`src/rtl/score_keeper_if.sv`:
```
// score_keeper_if: judgement pulses in, score/streak/multiplier and BCD snapshot out.
// master drives the event pulses, slave is the score keeper itself.
interface score_keeper_if;
  logic        hit_pulse;
  logic        miss_pulse;
  logic        frame_start;
  logic [16:0] score;
  logic [2:0]  multiplier;
  logic [7:0]  streak;
  logic [19:0] digits;
  logic        digits_valid;
  logic        busy;

  modport master (
    output hit_pulse, miss_pulse, frame_start,
    input  score, multiplier, streak,
    input  digits, digits_valid, busy
  );

  modport slave (
    input  hit_pulse, miss_pulse, frame_start,
    output score, multiplier, streak,
    output digits, digits_valid, busy
  );
endinterface

```
`src/rtl/score_keeper.sv`:
```
// score_keeper: hit/miss score accumulator with a per-frame double-dabble BCD snapshot.
// SCORE_MULTIPLIER_EN adds the streak-driven points multiplier.
module score_keeper #(
  parameter int HIT_POINTS  = 10,
  parameter int MAX_SCORE   = 99999,
  parameter int STREAK_STEP = 10,
  parameter int MAX_MULT    = 4
) (
  input logic           clk,
  input logic           reset,
  score_keeper_if.slave sk
);
  typedef enum logic [1:0] {IDLE, SHIFT, DONE} state_t;

  logic [16:0] score_q;
  logic [7:0]  streak_q;
  logic [2:0]  mult;
  logic [17:0] sum;
  logic [16:0] score_nx;
  logic        hit;

  assign hit = sk.hit_pulse & ~sk.miss_pulse;

  // Sum is one bit wider than score so the saturation compare cannot wrap.
  assign score_nx = (sum > 18'(MAX_SCORE)) ? 17'(MAX_SCORE)
                                           : sum[16:0];

  always_ff @(posedge clk or posedge reset) begin
    if (reset) begin
      score_q  <= '0;
      streak_q <= '0;
    end else if (sk.miss_pulse) begin
      streak_q <= '0;
    end else if (hit) begin
      score_q <= score_nx;
      if (streak_q != 8'hff)
        streak_q <= streak_q + 8'd1;
    end
  end

`ifdef SCORE_MULTIPLIER_EN
  localparam int SW = $clog2(STREAK_STEP + 1);

  logic [SW-1:0] step_q;
  logic [2:0]    mult_q;

  assign sum  = 18'(score_q) + 18'(HIT_POINTS) * 18'(mult_q);
  assign mult = mult_q;

  always_ff @(posedge clk or posedge reset) begin
    if (reset) begin
      step_q <= '0;
      mult_q <= 3'd1;
    end else if (sk.miss_pulse) begin
      step_q <= '0;
      mult_q <= 3'd1;
    end else if (hit) begin
      if (step_q == SW'(STREAK_STEP - 1)) begin
        step_q <= '0;
        if (mult_q < 3'(MAX_MULT))
          mult_q <= mult_q + 3'd1;
      end else begin
        step_q <= step_q + SW'(1);
      end
    end
  end
`else
  assign sum  = 18'(score_q) + 18'(HIT_POINTS);
  assign mult = 3'd1;
`endif

  state_t      st;
  logic [16:0] bin_q;
  logic [19:0] bcd_q;
  logic [19:0] bcd_adj;
  logic [4:0]  cnt_q;
  logic [19:0] digits_q;
  logic        valid_q;
  logic        busy_q;

  always_comb begin
    bcd_adj = bcd_q;
    for (int i = 0; i < 5; i++)
      if (bcd_q[4*i +: 4] >= 4'd5)
        bcd_adj[4*i +: 4] = bcd_q[4*i +: 4] + 4'd3;
  end

  always_ff @(posedge clk or posedge reset) begin
    if (reset) begin
      st       <= IDLE;
      bin_q    <= '0;
      bcd_q    <= '0;
      cnt_q    <= '0;
      digits_q <= '0;
      valid_q  <= 1'b0;
      busy_q   <= 1'b0;
    end else begin
      valid_q <= 1'b0;
      unique case (st)
        IDLE: begin
          if (sk.frame_start) begin
            bin_q  <= score_q;
            bcd_q  <= '0;
            cnt_q  <= 5'd17;
            busy_q <= 1'b1;
            st     <= SHIFT;
          end
        end
        SHIFT: begin
          {bcd_q, bin_q} <= {bcd_adj, bin_q} << 1;
          cnt_q <= cnt_q - 5'd1;
          if (cnt_q == 5'd1)
            st <= DONE;
        end
        DONE: begin
          digits_q <= bcd_q;
          valid_q  <= 1'b1;
          busy_q   <= 1'b0;
          st       <= IDLE;
        end
        default: st <= IDLE;
      endcase
    end
  end

  assign sk.score        = score_q;
  assign sk.streak       = streak_q;
  assign sk.multiplier   = mult;
  assign sk.digits       = digits_q;
  assign sk.digits_valid = valid_q;
  assign sk.busy         = busy_q;
endmodule

```
`src/flat_wrapper.sv`:
```
// flat-port wrapper written by rule: the top's interface ports become plain ports
module score_keeper_flat 
#(
  parameter int HIT_POINTS  = 10,
  parameter int MAX_SCORE   = 99999,
  parameter int STREAK_STEP = 10,
  parameter int MAX_MULT    = 4
)
  (clk, reset, sk_hit_pulse, sk_miss_pulse, sk_frame_start, sk_score, sk_multiplier, sk_streak, sk_digits, sk_digits_valid, sk_busy);
  score_keeper_if sk_i ();
  input logic clk;
  input logic reset;
  input wire logic [$bits(sk_i.hit_pulse)-1:0] sk_hit_pulse;
  input wire logic [$bits(sk_i.miss_pulse)-1:0] sk_miss_pulse;
  input wire logic [$bits(sk_i.frame_start)-1:0] sk_frame_start;
  output wire logic [$bits(sk_i.score)-1:0] sk_score;
  output wire logic [$bits(sk_i.multiplier)-1:0] sk_multiplier;
  output wire logic [$bits(sk_i.streak)-1:0] sk_streak;
  output wire logic [$bits(sk_i.digits)-1:0] sk_digits;
  output wire logic [$bits(sk_i.digits_valid)-1:0] sk_digits_valid;
  output wire logic [$bits(sk_i.busy)-1:0] sk_busy;
  assign sk_i.hit_pulse = sk_hit_pulse;
  assign sk_i.miss_pulse = sk_miss_pulse;
  assign sk_i.frame_start = sk_frame_start;
  assign sk_score = sk_i.score;
  assign sk_multiplier = sk_i.multiplier;
  assign sk_streak = sk_i.streak;
  assign sk_digits = sk_i.digits;
  assign sk_digits_valid = sk_i.digits_valid;
  assign sk_busy = sk_i.busy;
  score_keeper #(.HIT_POINTS(HIT_POINTS), .MAX_SCORE(MAX_SCORE), .STREAK_STEP(STREAK_STEP), .MAX_MULT(MAX_MULT)) u_core (.clk(clk), .reset(reset), .sk(sk_i));
endmodule
```
`config.mk`:
```
export PLATFORM = sky130hd
export DESIGN_NAME = score_keeper_flat
export DESIGN_NICKNAME = d
export VERILOG_FILES = /design/src/rtl/score_keeper_if.sv /design/src/rtl/score_keeper.sv /design/src/flat_wrapper.sv
export SDC_FILE = /design/constraint.sdc
export NUM_CORES = 1
export LEC_CHECK = 0
export BUFFER_PORTS_ARGS = -buffer_cell sky130_fd_sc_hd__buf_4
export CELL_PAD_IN_SITES_DETAIL_PLACEMENT = 1
export CELL_PAD_IN_SITES_GLOBAL_PLACEMENT = 1
export CORE_MARGIN = 1.5
export CORE_UTILIZATION = 49
export DETAILED_ROUTE_END_ITERATION = 10
export HOLD_SLACK_MARGIN = 0.08
export PLACE_DENSITY = 0.93
export SLEW_MARGIN = 20
export SYNTH_ARGS = -nofsm -noshare
export SYNTH_HDL_FRONTEND = slang
export SYNTH_SLANG_ARGS = --single-unit
export TNS_END_PERCENT = 50
```
`constraint.sdc`:
```
create_clock -name clk -period 4.9 [get_ports clk]
set_input_delay 0.735 -clock clk [delete_from_list [all_inputs] [get_ports clk]]
set_output_delay 0.735 -clock clk [all_outputs]
set_load 0.03 [all_outputs]
```
# Word level (Yosys, flattened, before mapping)
# Index checks and enable logic that the tools add are counted.
[classes]
add_sub_neg = 8
order_cmp = 6
eq_ne = 6
mux = 21
n_bitwise = 2
n_reduce_logical = 10
[ops]
columns = ["op", "n"]
rows = [
  ["$pmux W20 S2", 1],
  ["$mux W17", 2],
  ["$pmux W17 S2", 1],
  ["$mux W8", 3],
  ["$ge A4 B3 Y1 const B", 5],
  ["$mux W20", 1],
  ["$add A17 B4 Y18 const B", 1],
  ["$gt A18 B17 Y1 const B", 1],
  ["$add A4 B2 Y4 const B", 4],
  ["$mux W4", 4],
  ["$pmux W5 S2", 1],
  ["$reduce_and A2 Y1", 5],
  ["$add A8 B1 Y8 const B", 1],
  ["$ne A8 B8 Y1 const B", 1],
  ["$reduce_bool A2 Y1", 4],
  ["$eq A5 B1 Y1 const B", 1],
  ["$mux W5", 1],
  ["$sub A5 B1 Y5 const B", 1],
  ["$mux W2", 2],
  ["$pmux W2 S2", 1],
  ["$add A3 B2 Y3 const B", 1],
  ["$mux W3", 1],
  ["$eq A2 B1 Y1 const B", 1],
  ["$eq A2 B2 Y1 const B", 1],
  ["7 further kinds", 8],
]
[totals]
register_bits = 91
inputBits = 5
out_inout_bits = 50

# Logic depth before layout (Yosys ltp)
# Gate-level depths: netlist of run 1.
[logic_depth]
ltp_word = 4
depth_mapped = 9

# Least setup slack after synthesis of run 1
# Ideal clock, no wire load.
[synth_path]
kind = "reg-to-reg"
from = "register u_core.score_q[1], in the netlist u_core.sk.score[1]"
to = "register u_core.score_q[12], in the netlist u_core.sk.score[12]"
arrival_time_ps = 2649
required_ps = 4759
slack_ps = 2111
stages_incl_launch_ff = 10
n_path_buf = 1
path_cell_list = "dfrtp_1 > ha_1 > or2_2 > nand3_4 > or4b_4 > a22oi_4 > mux2i_2 > buf_6 > a2bb2oi_1 > o31ai_1"
[synth_via]
elab_chain_cells = 3
[synth_lines]
columns = ["element", "line_no", "rtl"]
rows = [
  ["from (decl)", "score_keeper.sv:15", "logic [16:0] score_q;"],
  ["from (signal assigned)", "score_keeper.sv:35", "score_q <= score_nx;"],
  ["$add A17 B4 Y18 *", "score_keeper.sv:68", "assign sum = 18'(score_q) + 18'(HIT_POINTS);"],
  ["$gt A18 B17 Y1", "score_keeper.sv:25", "assign score_nx = (sum > 18'(MAX_SCORE)) ? 17'(MAX_SCORE)"],
  ["$mux W17 *", "score_keeper.sv:25", ""],
]
# Every way passes the cells marked *; elsewhere a longest branch is shown, timed or not.
# A chain may end at the register's enable or synchronous reset.

# Worst setup path in the final report of run 1
[layout_path]
from = "register u_core.score_q[1], in the netlist u_core.sk.score[1]"
to = "register u_core.score_q[8], in the netlist u_core.sk.score[8]"
# The elaborated chain is that of the path after synthesis.

==> results of run 1 <==
[kinds of logic after synthesis]
family | share of synthesized area
muxes | 0.0318
adders and majority gates | 0.0380
buffers and inverters | 0.0385
and+or+nand+nor | 0.193
xor gates and xnor gates | 0.0209
AOI/OAI and AO/OA | 0.182
other | 0.00163
DFF | 0.494
[routing by layer]
metal | global-route usage | vias to the layer above | wire length [um]
li1 | - | 1762 | -
met1 | 0.304 | 1900 | 5050
met2 | 0.431 | 87 | 5820
met3 | 0.0362 | 20 | 364
met4 | 0.0834 | 0 | 190
met5 | 0 | - | 0
[final cells by class]
cell class,count,area [sq um]
Clock buffer,10,128
Clock inverter,5,37.5
Fill cell,1076,3980
Inverter,16,62.6
Multi-Input combinational cell,342,2160
Sequential cell,91,2280
Tap cell,111,139
Timing Repair Buffer,55,413
[synthesized netlist by cell type, drive strengths merged, types with 3 or more instances]
master	n
buf	9
o21a	3
a21o	3
o21ai	40
and3	6
nor3	8
a21oi	29
o31ai	9
mux2i	3
nor2b	6
nor2	29
nor3b	5
inv	16
nand2	68
a22oi	18
xor2	5
nand3	21
clkbuf	16
o32ai	3
xnor2	6
a32o	5
a22o	4
mux2	10
nand4	4
nor4	4
ha	14
nand2b	9
or3	4
dfrtp	91
[path summary, 6_finish.rpt]
check	start	end	slack (ns)	cells after the start
worst max-delay path	u_core.sk.score[1]	u_core.sk.score[8]	1.54	8
worst min-delay path	u_core.bin_q[12]	u_core.bin_q[12]	0.48	2
worst max register to register	u_core.sk.score[1]	u_core.sk.score[8]	1.54	8
worst min register to register	u_core.bin_q[12]	u_core.bin_q[12]	0.48	2
max in group asynchronous	reset	u_core.bin_q[8]	3.47	3
min in group asynchronous	reset	u_core.cnt_q[4]	0.51	2
[critical path: stages, from the launching register on]
cell     delay (ns)
dfrtp_1        0.48
ha_1           0.31
or2_2          0.35
nor4_1         0.42
o21ai_0        0.16
and2b_1        0.24
mux2i_2        0.77
o21ai_0        0.25
a22o_1         0.26
[state kept, by name (all words and copies together), names as in the netlist]
register                count
u_core.sk.busy              1
u_core.sk.streak            8
u_core.bcd_q               20
u_core.st                   2
u_core.sk.digits           20
u_core.sk.score            17
u_core.cnt_q                5
u_core.sk.digits_valid      1
u_core.bin_q               17
[report_power, final]
group	switching, uW	internal [uW]
clock	281	185
sequential	236	993
combinational	789	473
[per-stage QoR]
step / utilization / hold slack (ns) / power, uW / cells
2_1_floorplan: - / 0.446 / 2080 / 474
3_3_place_gp: 0.550 / 0.460 / 2380 / 615
3_5_place_dp: 0.550 / 0.466 / 2500 / 615
4_1_cts: 0.567 / 0.487 / 2980 / 630
5_1_grt: 0.568 / 0.525 / 3170 / 630
6_report: 0.568 / 0.483 / 2960 / 630
==> impl_metrics.toml, run 1 <==
[synth]
synth-async-reset-ratio = 1.00
synth_top_area_frac = 0.494
syn_inst = 473
yosysTopAreaCell = "dfrtp_1"
synth-edff-count = 0
seq_area_frac_synth = 0.494
netlist_area_sq_um = 4610
synth.area.top_cells = "dfrtp_1 49%, nand2_1 5.5%, o21ai_0 4.2%, ha_1 3.8%, a21oi_1 3.0%"
avgSynthCellArea_sq_um = 9.75
ys_seq_elements = 91
ys.flop_type = "dfrtp_1"
synth.distinct_cells = 62
synth-warning-count = 0

[cells_and_area]
syn_to_final_growth_pct = 13.2
final_cell_mix = "91 x dfrtp_1, 68 x nand2_1, 55 x buf_4, 39 x o21ai_0, 28 x a21oi_1"
antenna_cells = 0
nets = 534
final_area_sq_um = 5220
final_common_cell = "dfrtp_1"
final_layout_size_suffix_gt1_frac = 0.189

[placement]
io_buffer_count = 51
place_area_sq_um = 5050
dp_slack_ns = 1.65
gp_congestion = 0.961
hpwlAfterDp_um = 7900

[global_route]
antenna_found_initial = 0
grt_start_max_net_pins = 62
grt_usage = 0.243
grt_pass1_vias = 3963
grt_first_pass_wirelength_um = 19200
grt_overflow = 0

[worst_setup_path]
required_ns = 5.15
cp_max_fo = 15
start_kind = "flop"
cp-end-kind = "flop"
crit_type = "reg -> reg"
critPathArrivalTime_ns = 3.61

[outcome]
status = "finished clean"

[floorplanning]
fp.dieArea_sq_um = 10000
fp.coreArea_sq_um = 9200
start_util = 0.501
die_h_um = 100
fp.dieW_um = 100
io_pins = 55
rows = 35

[flow_run]
max_cap_violations = 0

[timing]
fin_crit_ns = 3.36
rsz0062_at_grt = "false"
relSlewSlack = 0.267
worstMarginPinSlew_ns = 1.10
tns_ns = 0
slew_viol_final = 0
worst_slack_ns = 1.54
fin_crit_sh = 0.685
hold_viol = 0
skew_ns = 0.0119
setup_viol = 0
max_clock_freq_ghz = 0.298

[clock_network]
cts_hold_buf = 0
clkTransAtPathRegs_ns = 0.09
numCtsBuffers = 9
cts_buffer_depth = 2
clock_sinks = 91
cts_tree = "built"
insertion_delay_ns = 0.37
cts_root_buf = "clkbuf_8"
htree_levels = 3
cts_resized = 0
post_cts_buffers = 0

[route]
wire_per_inst_um = 18.1
drtIter0Drc = 108
vias = 3769
vias_per_cell = 5.98
drt_wl_total_um = 11400
ant_nets = 0
drt_first_pass_iters = 4
drc = 0

[power]
ir_drop_uv = 250
powerDensity_nw_per_um2 = 566
p_leak_uw = 0.00239

[min_path]
min_path_type = "reg -> reg"
No activity file was read; power rests on OpenSTA's default activity.
==> run 2, diff against run 1 <==
Settings changed: CORE_UTILIZATION 49 to 45, PLACE_DENSITY 0.93 to 0.87.
Clock period 4.9 ns to 3.2 ns, I/O delays scaled along.
==> impl_metrics.toml, run 2 (synthesized netlist as in run 1, its figures left out) <==
[worst_setup_path]
cp_cell_sequence = "ha_1 -> nor2_1 -> nor4_2 -> or3_1 -> a22oi_4 -> mux2i_2 -> buf_4 -> nor2_4 -> a311oi_1"
cp-end-kind = "flop"
required_ns = 3.46
slowest_delay_ns = 0.47
critPathTopFamily = "simple AND/OR/NAND/NOR gates"
cp_max_fo = 10
start_kind = "flop"
cpMaxStageDelayCell = "dfrtp_1"
crit_type = "reg -> reg"
path_buf_inv = 1
critPathArrivalTime_ns = 3.15

[route]
drtIter0Drc = 165
vias = 3779
wire_per_inst_um = 17.2
drt_wl_total_um = 11300
vias_per_cell = 5.73
ant_nets = 0
drc = 0
drt_first_pass_iters = 4

[global_route]
antenna_found_initial = 0
grt_use_met1 = 0.283
grt_first_pass_wirelength_um = 19400
grt_start_max_net_pins = 48
grt_overflow = 0
grt_usage = 0.222
busiest_layer = "met2"
grt.met3_usage = 0.0363
met2_usage = 0.379
grt_pass1_vias = 3914

[floorplanning]
fp.dieArea_sq_um = 10900
rows = 36
start_util = 0.467
fp.dieW_um = 104
io_pins = 55
fp.coreArea_sq_um = 9860
die_h_um = 104

[power]
total_power_uw = 4610
p_leak_uw = 0.00245
ir_drop_uv = 359
powerDensity_nw_per_um2 = 864

[timing]
slew_viol_final = 0
tns_ns = 0
max_clock_freq_ghz = 0.346
fin_crit_ns = 2.89
skew_ns = 0.00498
setup_viol = 0
hold_viol = 0
relSlewSlack = 0.303
rsz0062_at_grt = "false"
fin_crit_sh = 0.903
worstMarginPinSlew_ns = 1.04

[cells_and_area]
final_common_cell = "dfrtp_1"
final_layout_size_suffix_gt1_frac = 0.202
final_cell_mix = "91 x dfrtp_1, 68 x nand2_1, 62 x buf_4, 39 x o21ai_0, 28 x a21oi_1"
syn_to_final_growth_pct = 15.7
fillers = 1136
nets = 541
antenna_cells = 0
stdcell_count = 659
final_area_sq_um = 5330

[clock_network]
cts_resized = 0
htree_levels = 3
cts_tree = "built"
numCtsBuffers = 9
clock_sinks = 91
cts_root_buf = "clkbuf_8"
cts_buffer_depth = 2
insertion_delay_ns = 0.36
cts_hold_buf = 0
post_cts_buffers = 0
clkTransAtPathRegs_ns = 0.09

[placement]
io_buffer_count = 51
dp_cells = 644
gp_congestion = 0.893
hpwlAfterDp_um = 8110
place_area_sq_um = 5130

[outcome]
status = "finished clean"

[min_path]
min_path_type = "in -> async"

[flow_run]
max_cap_violations = 0
run 2: final timing paths:
path | startpoint | to | slack [ns] | cells after the start
max in group asynchronous | reset | u_core.sk.digits[11] | 2.20 | 3
hold reg to reg | u_core.sk.digits[9] | u_core.sk.digits[9] | 0.49 | 2
min in group clk | sk_miss_pulse | u_core.sk.streak[0] | 0.35 | 2
hold / removal | reset | u_core.cnt_q[2] | 0.25 | 2
setup / recovery | u_core.sk.score[1] | u_core.sk.score[4] | 0.31 | 9
setup reg to reg | u_core.sk.score[1] | u_core.sk.score[4] | 0.31 | 9
run 2: worst register-to-register path, stage by stage, from the launching register on:
cell and delay, ns:
dfrtp_1 0.47, ha_1 0.30, nor2_1 0.37, nor4_2 0.15, or3_1 0.38, a22oi_4 0.21, mux2i_2 0.28, buf_4 0.23
nor2_4 0.09, a311oi_1 0.31
run 2: power by group:
part	leakage, uW	internal [uW]	total (uW)	switching [uW]
registers	0.00116	1520	1880	356
logic	0.00119	735	1920	1190
clock network	0.0000950	382	807	425
run 2: final cells by class:
type | instances | area (sq um) | area share
Inverter | 16 | 61.3 | 0.0115
Multi-Input combinational cell | 342 | 2160 | 0.406
Timing Repair Buffer | 62 | 465 | 0.0873
Clock buffer | 10 | 138 | 0.0258
Clock inverter | 5 | 62.6 | 0.0117
Tap cell | 133 | 166 | 0.0312
Sequential cell | 91 | 2280 | 0.427
run 2: through the flow:
stage | setup slack [ns] | hold WS, ns | util
floorplan | 0.356 | 0.446 | -
global placement | 0.561 | 0.459 | 0.520
detailed placement | 0.355 | 0.468 | 0.520
CTS | 0.327 | 0.266 | 0.541
global route | 0.196 | 0.288 | 0.541
finish | 0.312 | 0.246 | 0.541
run 2: layer usage:
layer	vias up	wire, um
li1	1775	-
met1	1917	5000
met2	74	5800
met3	13	343
met4	0	165
met5	-	0
==> run 3, diff against run 2 <==
Settings changed: ABC_AREA from default to 0, CORE_ASPECT_RATIO from default to 0.7, SLEW_MARGIN 20 to 25.
==> impl_metrics.toml, run 3 (synthesized netlist as in run 1, its figures left out) <==
[placement]
place_area_sq_um = 5120
io_buffer_count = 51
gp_congestion = 0.900
hpwlAfterDp_um = 8250
dp_slack_ns = 0.389

[worst_setup_path]
crit_type = "reg -> reg"
path_buf_inv = 1
cpMaxStageDelayCell = "dfrtp_1"
start_kind = "flop"
critPathArrivalTime_ns = 3.09
slowest_delay_ns = 0.50
critPathTopFamily = "compound AO/OA/AOI/OAI gates"
cp-end-kind = "flop"
worst-path-stages = 9
timing.rr.end = "u_core.sk.score[4]"
r2r_start = "u_core.sk.score[1]"
ff2ff_setup_slack_ns = 0.35
cp_cell_sequence = "ha_1 -> nor2_1 -> nor4_2 -> a22oi_1 -> a22oi_4 -> mux2i_2 -> buf_4 -> nor2_4 -> a311oi_1"
cp_max_fo = 10
endpoint = "u_core.sk.score[4]"
ff2ff_path_depth = 9
required_ns = 3.44
startpoint = "u_core.sk.score[1]"

[route]
ant_nets = 0
drt_wl_total_um = 12100
wire_per_inst_um = 18.5
drtIter0Drc = 211
drt_first_pass_iters = 4
drc = 0
vias = 3747
vias_per_cell = 5.74

[timing]
fin_crit_sh = 0.891
rsz0062_at_grt = "false"
worstMarginPinSlew_ns = 0.788
skew_ns = 0.00844
setup_viol = 0
hold_viol = 0
worst_slack_ns = 0.349
fin_crit_ns = 2.85
slew_viol_final = 0
tns_ns = 0
relSlewSlack = 0.474
max_clock_freq_ghz = 0.351

[clock_network]
cts_root_buf = "clkbuf_16"
numCtsBuffers = 9
htree_levels = 3
cts_buffer_depth = 2
post_cts_buffers = 0
clock_sinks = 91
cts_resized = 0
cts_hold_buf = 0
clkTransAtPathRegs_ns = 0.07
insertion_delay_ns = 0.34
cts_tree = "built"

[floorplanning]
io_pins = 55
fp.coreArea_sq_um = 9830
rows = 30
die_h_um = 87.7
start_util = 0.469
fp.dieW_um = 124
fp.dieArea_sq_um = 10900

[global_route]
grt_usage = 0.242
grt_pass1_vias = 3923
grt_start_max_net_pins = 51
antenna_found_initial = 0
grt_overflow = 0
grt_first_pass_wirelength_um = 20300

[cells_and_area]
antenna_cells = 0
nets = 539
final_cell_mix = "91 x dfrtp_1, 67 x nand2_1, 59 x buf_4, 39 x o21ai_0, 28 x a21oi_1"
final_layout_size_suffix_gt1_frac = 0.200
final_area_sq_um = 5450
final_common_cell = "dfrtp_1"
syn_to_final_growth_pct = 18.2
fillers = 1100

[power]
powerDensity_nw_per_um2 = 919
ir_drop_uv = 438
p_leak_uw = 0.00250

[min_path]
min_path_type = "in -> async"

[outcome]
status = "finished clean"

[flow_run]
max_cap_violations = 0
-- run 3: cell types whose count changed in the layout (fill, tap and decap cells not counted), sizes merged --
cell,change
buf,-2
bufinv,+1
clkinv,+2
clkinvlp,-1
inv,-1
-- run 3: final cells by class --
class                           count  area, sq um  area share
Multi-Input combinational cell    342         2170       0.398
Clock buffer                       10          229      0.0420
Timing Repair Buffer               60          463      0.0850
Sequential cell                    91         2280       0.418
Inverter                           16         61.3      0.0113
Tap cell                          128          160      0.0294
Clock inverter                      6         90.1      0.0165
-- run 3: per-stage QoR --
stage / hold slack (ns) / cells / util / total power [uW]
floorplan: 0.446 / 474 / - / 3180
global placement: 0.459 / 637 / 0.521 / 3680
detailed placement: 0.471 / 637 / 0.521 / 3830
CTS: 0.279 / 653 / 0.554 / 5040
global route: 0.320 / 653 / 0.554 / 5330
finish: 0.268 / 653 / 0.554 / 5000
-- run 3: power by group --
part | switching (uW) | internal, uW
clock | 457 | 686
sequential | 369 | 1520
combinational | 1230 | 738
total | 2060 | 2950
-- run 3: per-layer routing --
layer  wire length [um]  GRT usage  vias up
met5                  0          0        -
met4                 76     0.0537        0
met3                537     0.0534       10
met2               5940      0.403       67
met1               5530      0.327     1896
li1                   -          -     1774
-- run 3: how the worst min path moves through the flow --
stage	startpoint	to	slack, ns
after floorplan	u_core.cnt_q[4]	u_core.cnt_q[4]	0.45
after global placement	u_core.bin_q[15]	u_core.bin_q[15]	0.46
after detailed placement	u_core.bin_q[5]	u_core.bin_q[5]	0.47
after CTS	reset	u_core.sk.streak[4]	0.28
after global routing	reset	u_core.sk.digits[17]	0.32
final	reset	u_core.sk.streak[5]	0.27
-- run 3: worst reg2reg max path: cells and delay by family, from the launching register on --
kind            cells  cell delay, ns
compound gates      3            0.76
fa+ha+maj           1            0.31
buf+inv             1            0.22
flops               1            0.50
mux                 1            0.26
simple gates        3            0.70
